**config.mk**
```make
export PLATFORM = sky130hd
export DESIGN_NAME = mem_a_addresses_generator
export DESIGN_NICKNAME = d
export VERILOG_FILES = /design/src/rtl/mem_a_addresses_generator.sv
export SDC_FILE = /design/constraint.sdc
export NUM_CORES = 1
export LEC_CHECK = 0
export ABC_CLOCK_PERIOD_IN_PS = 16750
export BUFFER_PORTS_ARGS = -buffer_cell sky130_fd_sc_hd__buf_2
export CAP_MARGIN = 20
export CORE_MARGIN = 2
export CORE_UTILIZATION = 50
export CTS_CLUSTER_SIZE = 40
export DETAILED_ROUTE_END_ITERATION = 7
export PLACE_DENSITY = 0.68
export RECOVER_POWER = 50
export REMOVE_ABC_BUFFERS = 1
export SETUP_SLACK_MARGIN = 0.05
export SLEW_MARGIN = 20
export SYNTH_ARGS = -nofsm -noshare
export SYNTH_HDL_FRONTEND = slang
export SYNTH_SLANG_ARGS = --single-unit
```
**constraint.sdc**
```tcl
create_clock -name clk -period 16.75 [get_ports clk]
set_clock_uncertainty 0.15 [all_clocks]
set_input_delay 0.8375 -clock clk [delete_from_list [all_inputs] [get_ports clk]]
set_output_delay 0.8375 -clock clk [all_outputs]
set_load 0.005 [all_outputs]
```
**src/rtl/mem_a_addresses_generator.sv**
```systemverilog
// rtl/mem_a_addresses_generator.sv - A-matrix read address sequencer feeding the systolic array A buffer
module mem_a_addresses_generator #(
    parameter int BUS_WIDTH_BYTES  = 32,
    parameter int DATA_WIDTH_BYTES = 2,
    parameter int ARRAY_HEIGHT     = 4,
    parameter int ARRAY_WIDTH      = 32
) (
    input  logic        clk,
    input  logic        reset,
    input  logic        start_i,
    input  logic [15:0] m,
    input  logic [15:0] n,
    input  logic [15:0] p,
    input  logic [15:0] base_addr_a,
    output logic        do_tran,
    output logic [15:0] addr,
    input  logic        tran_done,
    input  logic        fifo_full,
    output logic        fifo_push,
    output logic        op_done
);

    localparam logic [1:0] IDL         = 2'd0;
    localparam logic [1:0] WAIT_SPACE  = 2'd1;
    localparam logic [1:0] READ_DATA   = 2'd2;
    localparam logic [1:0] UPDATE_ADDR = 2'd3;

    localparam int          SHIFT    = $clog2(DATA_WIDTH_BYTES);
    localparam logic [16:0] COL_STEP = 17'(BUS_WIDTH_BYTES / DATA_WIDTH_BYTES);
    localparam logic [16:0] HEIGHT   = 17'(ARRAY_HEIGHT);
    localparam logic [16:0] WIDTH    = 17'(ARRAY_WIDTH);

    logic [1:0]  state;
    logic [15:0] m_q, n_q, p_q, base_q;
    logic [15:0] row, k, cb, rm;
    logic        zero_done;

    logic        row_wrap, k_wrap, cb_wrap, rm_wrap, last, dims_ok;
    logic [15:0] row_idx, elem;
    logic [31:0] prod;

    // Wrap tests use >= in 17 bits so out-of-range dimensions still terminate
    assign row_wrap = ({1'b0, row} + 17'd1)    >= HEIGHT;
    assign k_wrap   = ({1'b0, k}   + COL_STEP) >= {1'b0, n_q};
    assign cb_wrap  = ({1'b0, cb}  + WIDTH)    >= {1'b0, p_q};
    assign rm_wrap  = ({1'b0, rm}  + HEIGHT)   >= {1'b0, m_q};
    assign last     = row_wrap & k_wrap & cb_wrap & rm_wrap;
    assign dims_ok  = (m != 16'd0) && (n != 16'd0) && (p != 16'd0);

    // Counters only move in UPDATE_ADDR, so addr is stable across WAIT_SPACE/READ_DATA
    assign row_idx = rm + row;
    assign prod    = 32'(row_idx) * 32'(n_q);
    assign elem    = base_q + prod[15:0] + k;
    assign addr    = elem << SHIFT;

    assign fifo_push = (state == UPDATE_ADDR);
    assign op_done   = zero_done | (last & (state == UPDATE_ADDR));

    always_ff @(posedge clk or posedge reset) begin
        if (reset) begin
            state     <= IDL;
            do_tran   <= 1'b0;
            zero_done <= 1'b0;
            m_q       <= '0;
            n_q       <= '0;
            p_q       <= '0;
            base_q    <= '0;
            row       <= '0;
            k         <= '0;
            cb        <= '0;
            rm        <= '0;
        end else begin
            zero_done <= 1'b0;

            if (tran_done)
                do_tran <= 1'b0;
            else if (state == READ_DATA)
                do_tran <= 1'b1;

            case (state)
                IDL: begin
                    if (start_i) begin
                        m_q    <= m;
                        n_q    <= n;
                        p_q    <= p;
                        base_q <= base_addr_a;
                        row    <= '0;
                        k      <= '0;
                        cb     <= '0;
                        rm     <= '0;
                        if (dims_ok)
                            state <= WAIT_SPACE;
                        else
                            zero_done <= 1'b1;
                    end
                end
                WAIT_SPACE: begin
                    if (!fifo_full)
                        state <= READ_DATA;
                end
                READ_DATA: begin
                    if (tran_done)
                        state <= UPDATE_ADDR;
                end
                UPDATE_ADDR: begin
                    state <= last ? IDL : WAIT_SPACE;
                    // A row block is re-read for every cb so each C column tile gets its operands
                    if (row_wrap) begin
                        row <= '0;
                        if (k_wrap) begin
                            k <= '0;
                            if (cb_wrap) begin
                                cb <= '0;
                                if (rm_wrap)
                                    rm <= '0;
                                else
                                    rm <= rm + 16'(ARRAY_HEIGHT);
                            end else begin
                                cb <= cb + 16'(ARRAY_WIDTH);
                            end
                        end else begin
                            k <= k + COL_STEP[15:0];
                        end
                    end else begin
                        row <= row + 16'd1;
                    end
                end
                default: state <= IDL;
            endcase
        end
    end

endmodule

```
==> results.sh <==
export IMPL_status="complete, but fails checks"
export IMPL_failed_checks="capacitance limit, slew limit"
export IMPL_worstMarginPinSlew_ns=3.895
export IMPL_rows=55
export IMPL_hold_ws_ns=0.3395
export IMPL_routed_top_layer="met4"
export IMPL_wl_met1_um=10980
export IMPL_slowest_delay_ns=0.64
export IMPL_holdBufCountCts=0
export IMPL_critical_path_class="flop to output pin"
export IMPL_drive_gt1_share_pct=14.96
export IMPL_avgViaCountPerCell=5.392
export IMPL_hp_class="flop to flop"
export IMPL_cts_tree="built"
export IMPL_portBuffers=85
export IMPL_start_util_pct=50.52
export IMPL_overflow=0
export IMPL_num_io_pins=88
export IMPL_synth_commonest_cells="217 x inv_1, 120 x dfrtp_1, 107 x ha_1"
export IMPL_final_antenna_net_count=0
export IMPL_clock_latency_ns=0.43
export IMPL_cp_start_kind="flop"
export IMPL_dp_hpwl_um=18620
export IMPL_synth_cell_types=64
export IMPL_crit_slowest_cell="xnor2_1"
export IMPL_syn_area_per_cell_sq_um=9.532
export IMPL_area_delta_synth_final_pct=11.34
export IMPL_grt_pass1_wl_um=42280
export IMPL_yosysWarnings=0
export IMPL_crit_arrival_ns=7.71
export IMPL_endpoint_kind="output pin"
export IMPL_cts_sinks=120
export IMPL_grt_start_max_net_pins=74
export IMPL_ctsLongestPathBuffers=2
export IMPL_peakVddDrop_mv=0.1069
export IMPL_fp_coreArea_sq_um=22430
export IMPL_synth_main_ff_cell="dfrtp_1"
export IMPL_crit_required_ns=15.76
export IMPL_synth_top_area_share_pct=26.50
export IMPL_wl_met2_um=11950
export IMPL_power_density_nw_per_um2=142.5
export IMPL_period_share_pct=51.93
export IMPL_antenna_found_initial=0
export IMPL_ys_ff_latch=120
export IMPL_rsz0062_at_grt="no"
export IMPL_drtIter0Drc=388
export IMPL_synth_edf_count=0
export IMPL_slew_headroom_pct=-159.7
export IMPL_fin_crit_ns=8.698
export IMPL_fp_dieArea_sq_um=23890
export IMPL_yosys_top_cells_area="dfrtp_1 26%, fa_1 16%, ha_1 12%"
export IMPL_dr_wl_met3_um=873
export IMPL_fin_nets=1524
export IMPL_cts_resized=0
export IMPL_diodes=0
export IMPL_setup_tns_final_ns=0
export IMPL_cts_buffers_inserted=17
export IMPL_wirelength_um=24480
export IMPL_synthCells=1189
export IMPL_slew_viol_final=188
export IMPL_fmaxAchievable_ghz=0.1150
export IMPL_cts_setup_buffers=0
export IMPL_drv_cap=3
export IMPL_dieHeight_um=154.6
export IMPL_drc=0
export IMPL_hold_viol=0
export IMPL_dp_slack_ns=8.442
export IMPL_grt_pass1_vias=8786
export IMPL_timing_final_ws_setup_ns=8.052
export IMPL_dr_pass1_iters=5
export IMPL_cp_max_fo=8
export IMPL_grt_usage_pct=22.17
export IMPL_synthesis_area_sq_um=11330
export IMPL_gp_congestion=0.8577
export IMPL_synth_seq_area_share_pct=26.50
export IMPL_htree_num_levels=4
export IMPL_crit_path_frequent_cell="xnor2_1"
export IMPL_vias=8385
export IMPL_dieWidth_um=154.6
export IMPL_clkTransAtPathRegs_ns=0.06
export IMPL_root_buffer="clkbuf_16"
export IMPL_synth_most_common_cell="inv_1"
export IMPL_wl_per_cell_um=15.74
export IMPL_async_reset_ff_share_pct=100.0
export IMPL_setup_viol=0
export IMPL_yosysTopAreaCell="dfrtp_1"
export IMPL_p_leak_nw=6.432
cell usage in the layout, fill, tap and decap left out, types with 5 or more instances in the layout:
cell type,netlist,routed
a21boi_0,6,6
nor4_1,17,17
dfrtp_1,120,120
a21oi_1,26,26
a21o_1,21,21
a41o_1,6,6
and2_1,75,74
a221o_1,8,8
o21bai_1,7,7
nand4_1,10,10
nor2_1,39,39
clkbuf_1,34,5
nor3_1,12,12
buf_2,4,84
xnor2_1,61,61
nand2_1,91,90
o21ai_0,24,24
nor2b_1,6,6
o211ai_1,8,8
xor2_1,17,17
mux2_2,64,64
nand3_1,32,32
clkbuf_16,0,17
ha_1,107,107
inv_1,217,216
and3_1,18,18
a32o_1,5,5
inv_6,0,7
fa_1,91,91
registers in the layout, summed over array words and instances, names as in the netlist:
signal and count:
zero_done 1, base_q 15, m_q 16, row 16
cb 11, p_q 16, do_tran 1, n_q 16
state 2, k 12, rm 14
worst paths after layout:
| check | slack, ns | endpoint | depth (start not counted) | startpoint |
|---|---|---|---|---|
| worst max-delay path | 8.05 | addr[15] | 25 | rm[4] |
| worst min-delay path | 0.34 | do_tran | 2 | do_tran |
| worst max register to register | 11.93 | rm[15] | 15 | k[6] |
| worst min register to register | 0.34 | do_tran | 2 | do_tran |
| max in group asynchronous | 11.14 | base_q[12] | 3 | reset |
| min in group asynchronous | 0.86 | base_q[0] | 2 | reset |
report_power, final:
part	switching [W]	leakage [nW]	total, W	internal, W
clock	0.000157	0.309	0.000410	0.000254
sequential	0.000115	1.53	0.000491	0.000375
combinational	0.000467	4.59	0.000897	0.000430
area by class of cell:
| cell class | count | area (sq um) |
|---|---|---|
| inverter | 217 | 815.8 |
| tap | 285 | 356.6 |
| clock buffer | 18 | 429.2 |
| multi-input combinational | 812 | 7362 |
| clock inverter | 14 | 209.0 |
| sequential | 120 | 3003 |
| timing repair buffer | 89 | 442.9 |
| fill | 2017 | 9816 |
worst max-delay path: cells and delay by family, from the launching register on:
kind / cells / cell delay [ns]
AO/OA/AOI/OAI: 3 / 0.42
XOR/XNOR: 11 / 2.60
adder cells (fa/ha/maj): 7 / 3.38
buffers and inverters: 3 / 0.23
flip-flops: 1 / 0.49
AND/OR/NAND/NOR: 1 / 0.15
per-stage QoR:
| stage | power, W | cell area, sq um | std cells | util [%] |
|---|---|---|---|---|
| floorplan | 0.001113 | 11170 | 1149 | - |
| global placement | 0.001371 | 11990 | 1523 | 53.46 |
| detailed placement | 0.001399 | 11990 | 1523 | 53.46 |
| CTS | 0.001817 | 12630 | 1555 | 56.31 |
| global route | 0.001972 | 12620 | 1555 | 56.25 |
| finish | 0.001798 | 12620 | 1555 | 56.25 |
per-layer routing:
layer	vias up	global-route usage, %
li1	4037	-
met1	4105	28.29
met2	190	38.61
met3	53	3.110
met4	0	7.937
met5	-	0
cells by family after synthesis:
| group | after synthesis | synth area share [%] |
|---|---|---|
| compound gates | 147 | 9.351 |
| xor+xnor | 81 | 6.624 |
| fa+ha+maj | 198 | 27.89 |
| buf+inv | 258 | 8.699 |
| flops | 120 | 26.50 |
| mux | 65 | 6.447 |
| other cells | 2 | 0.06626 |
| simple gates | 318 | 14.43 |
(Power assumes the default switching activity.)
